[config.mk]
export PLATFORM = sky130hd
export DESIGN_NAME = add_norm_pipe
export DESIGN_NICKNAME = d
export VERILOG_FILES = /design/src/rtl/add_norm_pipe.sv
export SDC_FILE = /design/constraint.sdc
export NUM_CORES = 1
export LEC_CHECK = 0
export CAP_MARGIN = 20
export CORE_MARGIN = 2
export CORE_UTILIZATION = 30
export CTS_BUF_LIST = sky130_fd_sc_hd__clkbuf_4
export DETAILED_ROUTE_END_ITERATION = 6
export PLACE_DENSITY = 0.48
export REMOVE_ABC_BUFFERS = 1
export SYNTH_ARGS = -nofsm -noshare
export SYNTH_HDL_FRONTEND = slang
export SYNTH_SLANG_ARGS = --single-unit
[constraint.sdc]
create_clock -name Clk -period 6.1 [get_ports Clk]
set_input_delay 1.22 -clock Clk [delete_from_list [all_inputs] [get_ports Clk]]
set_output_delay 1.22 -clock Clk [all_outputs]
set_load 0.03 [all_outputs]
[src/rtl/add_norm_pipe.sv]
// Add/sub significand adder with leading-zero normalisation, two register stages
// and a valid/ready handshake feeding the rounding stage.
module add_norm_pipe #(
    parameter int FractionSize = 23,
    parameter int ExponentSize = 8,
    localparam int MantissaSize = FractionSize + 1,
    localparam int RoundingSize = MantissaSize + 3,
    localparam int ShiftSize = $clog2(RoundingSize + 1)
) (
    input  logic                    Clk,
    input  logic                    RstN,
    input  logic                    InValid,
    output logic                    InReady,
    input  logic [RoundingSize-1:0] Adder1,
    input  logic [RoundingSize-1:0] Adder2,
    input  logic                    EffOperation,
    input  logic [ExponentSize-1:0] ExpIn,
    input  logic                    SignIn,
    output logic                    OutValid,
    input  logic                    OutReady,
    output logic [RoundingSize-1:0] NormMantissa,
    output logic [ExponentSize-1:0] NormExponent,
    output logic [ShiftSize-1:0]    NormShifts,
    output logic                    EffCarry,
    output logic                    SignOut,
    output logic                    ZeroResult,
    output logic                    Tiny,
    output logic                    ExpOverflow
);

    localparam int CmpW = (ExponentSize > ShiftSize) ? ExponentSize : ShiftSize;

    // Leading-zero count; scanning upwards leaves the position of the highest set bit.
    function automatic logic [ShiftSize-1:0] lzc(input logic [RoundingSize-1:0] v);
        logic [ShiftSize-1:0] n;
        n = ShiftSize'(RoundingSize);
        for (int i = 0; i < RoundingSize; i++) begin
            n = v[i] ? ShiftSize'(RoundingSize - 1 - i) : n;
        end
        return n;
    endfunction

    logic                    rdy_q;
    logic                    v1_q, v2_q;
    logic                    carry1_q, effop1_q, sign1_q;
    logic [RoundingSize-1:0] sum1_q;
    logic [ExponentSize-1:0] exp1_q;

    logic                    en1_s, en2_s, in_ready_s;
    logic [ShiftSize-1:0]    lz_s;
    logic                    eff_carry_s;
    logic [ExponentSize-1:0] sub_shift_s;
    logic [RoundingSize-1:0] mant_d;
    logic [ExponentSize-1:0] exp_d;
    logic [ShiftSize-1:0]    shifts_d;
    logic                    zero_d, tiny_d, ovf_d;

    assign en2_s      = ~v2_q | OutReady;
    assign en1_s      = ~v1_q | en2_s;
    assign in_ready_s = en1_s & rdy_q;
    assign InReady    = in_ready_s;
    assign OutValid   = v2_q;

    // Normalisation of the registered raw sum, in priority order zero/carry/normal/subnormal.
    always_comb begin
        lz_s        = lzc(sum1_q);
        eff_carry_s = carry1_q & ~effop1_q;
        mant_d      = '0;
        exp_d       = '0;
        shifts_d    = lz_s;
        zero_d      = 1'b0;
        tiny_d      = 1'b0;
        ovf_d       = 1'b0;
        sub_shift_s = '0;
        if (~eff_carry_s && (sum1_q == '0)) begin
            zero_d = 1'b1;
        end else if (eff_carry_s) begin
            // The carry counts as the leading one, so the raw sum needs no left shift.
            mant_d   = {1'b1, sum1_q[RoundingSize-1:2], sum1_q[1] | sum1_q[0]};
            exp_d    = exp1_q + ExponentSize'(1);
            ovf_d    = ((exp1_q + ExponentSize'(1)) == {ExponentSize{1'b1}});
            shifts_d = '0;
        end else if (CmpW'(lz_s) < CmpW'(exp1_q)) begin
            mant_d = sum1_q << lz_s;
            exp_d  = exp1_q - ExponentSize'(lz_s);
        end else begin
            sub_shift_s = (exp1_q == '0) ? '0 : (exp1_q - ExponentSize'(1));
            mant_d      = sum1_q << sub_shift_s;
            tiny_d      = 1'b1;
        end
    end

    // Input acceptance is held off until the first clock after reset release.
    always_ff @(posedge Clk or negedge RstN) begin
        if (!RstN) begin
            rdy_q <= 1'b0;
        end else begin
            rdy_q <= 1'b1;
        end
    end

    // Stage 1: significand add with carry out, plus the side-band fields.
    always_ff @(posedge Clk or negedge RstN) begin
        if (!RstN) begin
            v1_q     <= 1'b0;
            carry1_q <= 1'b0;
            sum1_q   <= '0;
            effop1_q <= 1'b0;
            exp1_q   <= '0;
            sign1_q  <= 1'b0;
        end else if (en1_s) begin
            v1_q <= InValid & in_ready_s;
            if (InValid & in_ready_s) begin
                {carry1_q, sum1_q} <= {1'b0, Adder1} + {1'b0, Adder2};
                effop1_q           <= EffOperation;
                exp1_q             <= ExpIn;
                sign1_q            <= SignIn;
            end
        end
    end

    // Stage 2: registered normalised result, held while downstream stalls.
    always_ff @(posedge Clk or negedge RstN) begin
        if (!RstN) begin
            v2_q         <= 1'b0;
            NormMantissa <= '0;
            NormExponent <= '0;
            NormShifts   <= '0;
            EffCarry     <= 1'b0;
            SignOut      <= 1'b0;
            ZeroResult   <= 1'b0;
            Tiny         <= 1'b0;
            ExpOverflow  <= 1'b0;
        end else if (en2_s) begin
            v2_q <= v1_q;
            if (v1_q) begin
                NormMantissa <= mant_d;
                NormExponent <= exp_d;
                NormShifts   <= shifts_d;
                EffCarry     <= eff_carry_s;
                SignOut      <= sign1_q;
                ZeroResult   <= zero_d;
                Tiny         <= tiny_d;
                ExpOverflow  <= ovf_d;
            end
        end
    end

endmodule

==> impl_metrics.yaml, run 1 <==
setup_path:
  critPathRequiredTime_ps: 6490
  end_kind: "flip-flop"
  arrival_ps: 6110
  critPathLaunchType: "flip-flop"
  ff2ff_path_depth: 14
  worstSetupPathType: "reg2reg"
  reg2reg_setup_slack_ps: 380
  path_cells: "or4_1 -> o31ai_1 -> ha_1 -> o21a_1 -> a21oi_4 -> o21a_1 -> nand3b_1 -> nand2_1 -> buf_4 -> and3_1 -> a21oi_1 -> nor2_1 -> a31oi_1 -> o31ai_1"
  cp_slowest_cell: "o31ai_1"
  slowest_delay_ps: 740
  cp_max_fo: 16
synthesis:
  async_flop_share: 1.000
  synth-simple-area-share: 0.1887
  synth_compound_area_frac: 0.2752
  synth_area_leaders: "dfrtp_1 30%, ha_1 6.3%, mux2i_1 5.2%"
  yosys.area_share.xor_xnor: 0.04031
  synth_top_area_share: 0.3002
  syn_inst: 855
  synth.distinct_cells: 82
  yosys_warnings: 0
  synth_ff_type: "dfrtp_1"
  synth_area_sq_um: 7169
  ys_seq_elements: 86
  synth_top_family_by_area: "compound AO/OA/AOI/OAI gates"
  avgSynthCellArea_sq_um: 8.385
  synth_top_cell_by_area: "dfrtp_1"
  synthMuxAreaShare: 0.08307
  synth_edf_count: 0
  synth_fa_ha_area_frac: 0.06841
  seq_area_frac_synth: 0.3002
outcome:
  status: "finished, final reports clean"
routing:
  via_per_inst: 5.524
  post_drt_wl_per_cell_microns: 19.37
  vias: 7026
  ant_nets: 0
  drcViolationCount: 0
  finalWirelength_microns: 24640
  drtIter0Drc: 579
  first_pass_iters: 7
timing:
  fin_crit_sh: 0.9371
  min_period_ps: 5716
  setup_viol: 0
  clock_skew_ps: 21.26
  max_slew_margin: 0.4073
  fmax_mhz: 174.9
  slew_viol_final: 0
  hold_viol: 0
  tns_ps: 0
  tightest_slew_ps: 889.1
  rsz0062_at_grt: "false"
final_layout:
  layout.nets: 1055
  area_growth_pct: 22.50
  utilization: 0.3741
  drive_above_1_share: 0.08088
clock_tree:
  clock_sinks: 86
  cts_resized: 0
  htreeDepth: 3
  cts_setup_buffers: 0
  numCtsBuffers: 9
  root_buffer: "clkbuf_4"
  cts_tree: "done"
  ctsHoldBuffers: 0
  clkLatencyLatePin_ps: 480
  clkTransAtPathRegs_ps: 150
  ctsLongestPathBuffers: 2
power_and_ir_drop:
  p_leak_nw: 3.680
  peakVddDrop_uv: 145.2
  p_per_area_nw_per_um2: 395.7
floorplan:
  start_util: 0.3054
  die_h_microns: 158.6
  rows: 56
  chipWidth_microns: 158.6
  die_area_sq_um: 25150
  io_pins: 115
  core_area_sq_um: 23470
global_route:
  grt_max_degree: 69
  first_global_vias: 6668
  overflow: 0
  grt_antenna_before_repair: 1
  grt.total_usage: 0.1981
  grt_pass1_wl_microns: 38140
min_path:
  min_path_type: "reg2reg"
  worstHoldPathCells: 2
placement:
  io_buffers: 114
  dp_hpwl_microns: 18960
  place_congestion: 0.9616
run:
  max_cap_violations: 0
[cells by family after synthesis]
| logic type | Yosys count |
|---|---|
| compound gates | 290 |
| xor+xnor | 33 |
| fa+ha+maj | 38 |
| buf+inv | 73 |
| flops | 86 |
| mux | 56 |
| other cells | 1 |
| simple gates | 278 |
[worst max-delay path, delay by kind of cell, from the launching register on]
kind                       cells  cell delay, ps
AOI/OAI and AO/OA              7            2260
and+or+nand+nor                5            2150
DFF                            1             510
adders and majority gates      1             430
buffers and inverters          1             310
[metrics by stage]
| step | power (mW) | instance area (sq um) | worst slack [ps] | std cells | hold WS [ps] |
|---|---|---|---|---|---|
| floorplan | 2.273 | 6943 | 1411 | 805 | 433.1 |
| global placement | 3.128 | 8636 | 498.1 | 1257 | 460.3 |
| detailed placement | 3.093 | 8636 | 420.3 | 1257 | 453.8 |
| CTS | 3.464 | 8780 | 456.9 | 1271 | 488.5 |
| global route | 3.694 | 8782 | 36.62 | 1272 | 526.5 |
| finish | 3.475 | 8782 | 383.9 | 1272 | 487.8 |
[synth_stat cells, drive strengths merged (6+ instances only)]
library cell and count:
nor2 69, nand2 97, dfrtp 86, nor3 19, and3 14, xor2 21, nand2b 14, o211ai 12
nand3 21, o221ai 6, or3 6, and2 8, mux2 18, nor2b 7, a32oi 7, a21o 18
buf 20, xnor2 12, a221oi 16, a211oi 9, inv 23, or4 6, a21oi 51, o22ai 15
o31ai 7, clkbuf 30, o21ai 75, mux2i 37, o21a 9, ha 36, a22o 7, a31oi 8
[sequential cells by signal, indices dropped and copies added (netlist names)]
register,flops
NormMantissa,27
sum1_q,27
NormExponent,8
exp1_q,8
NormShifts,5
EffCarry,1
ExpOverflow,1
OutValid,1
SignOut,1
Tiny,1
ZeroResult,1
carry1_q,1
effop1_q,1
rdy_q,1
sign1_q,1
v1_q,1
[report_power, final]
part | total, mW | switching [mW] | internal (mW) | leakage, nW
registers | 0.960 | 0.224 | 0.737 | 1.07
logic | 2.15 | 1.28 | 0.873 | 2.54
clock network | 0.363 | 0.204 | 0.160 | 0.0753
total | 3.48 | 1.71 | 1.77 | 3.68
[final cells by class]
cell class / instances / area [sq um]
clock buffer: 9 / 67.56
multi-input combinational: 696 / 4717
antenna: 1 / 2.502
fill: 2457 / 14690
clock inverter: 5 / 76.32
tap: 319 / 399.1
timing repair buffer: 133 / 1281
inverter: 23 / 86.33
sequential: 86 / 2152
[per-layer routing]
metal	vias to the layer above	global-route usage	share of wire
met1	3360	0.2776	0.46
met5	-	0	0
met2	240	0.3072	0.45
li1	3377	-	-
met3	49	0.02640	0.057
met4	0	0.08108	0.033
[worst paths after layout]
check | to | start
max | NormMantissa[18]$_DFFE_PN0P_ | sum1_q[15]$_DFFE_PN0P_
min | NormShifts[4]$_DFFE_PN0P_ | NormShifts[4]$_DFFE_PN0P_
max reg2reg | NormMantissa[18]$_DFFE_PN0P_ | sum1_q[15]$_DFFE_PN0P_
min reg2reg | NormShifts[4]$_DFFE_PN0P_ | NormShifts[4]$_DFFE_PN0P_
max in group asynchronous | NormMantissa[25]$_DFFE_PN0P_ | RstN
min in group asynchronous | exp1_q[3]$_DFFE_PN0P_ | RstN
[placed cells by master (no fill, tap or decap), types with 6 or more instances in the layout]
| cell type | instances |
|---|---|
| clkbuf_4 | 9 |
| nor3_1 | 16 |
| buf_4 | 20 |
| a221oi_1 | 16 |
| a31oi_1 | 8 |
| a32oi_1 | 7 |
| xnor2_1 | 12 |
| mux2_2 | 18 |
| a22o_1 | 7 |
| o21ai_0 | 70 |
| ha_1 | 36 |
| o22ai_1 | 15 |
| clkdlybuf4s50_1 | 113 |
| inv_1 | 22 |
| o31ai_1 | 7 |
| o211ai_1 | 12 |
| nor2b_1 | 6 |
| and3_1 | 14 |
| a21o_1 | 18 |
| or3_1 | 6 |
| a211oi_1 | 9 |
| and2_1 | 8 |
| nor2_1 | 67 |
| nand2_1 | 95 |
| mux2i_1 | 37 |
| o21a_1 | 9 |
| nand3_1 | 21 |
| a21oi_1 | 49 |
| o221ai_1 | 6 |
| nand2b_1 | 14 |
| dfrtp_1 | 86 |
| xor2_1 | 21 |
Power figures use the tool's default switching activity.
==> run 2: changes to the inputs <==
--- a/config.mk
+++ b/config.mk
@@ -5,7 +5,6 @@
 export SDC_FILE = /design/constraint.sdc
 export NUM_CORES = 1
 export LEC_CHECK = 0
-export CAP_MARGIN = 20
 export CORE_MARGIN = 2
 export CORE_UTILIZATION = 30
 export CTS_BUF_LIST = sky130_fd_sc_hd__clkbuf_4
==> results of run 2 <==
The final DEF is identical to that of run 1; final timing and power are the same.
==> run 3: changes to the inputs <==
--- a/config.mk
+++ b/config.mk
@@ -11,6 +11,7 @@
 export DETAILED_ROUTE_END_ITERATION = 6
 export PLACE_DENSITY = 0.48
 export REMOVE_ABC_BUFFERS = 1
+export SKIP_CTS_REPAIR_TIMING = 1
 export SYNTH_ARGS = -nofsm -noshare
 export SYNTH_HDL_FRONTEND = slang
 export SYNTH_SLANG_ARGS = --single-unit
==> results of run 3 <==
The final DEF is identical to that of run 1; final timing and power are the same.
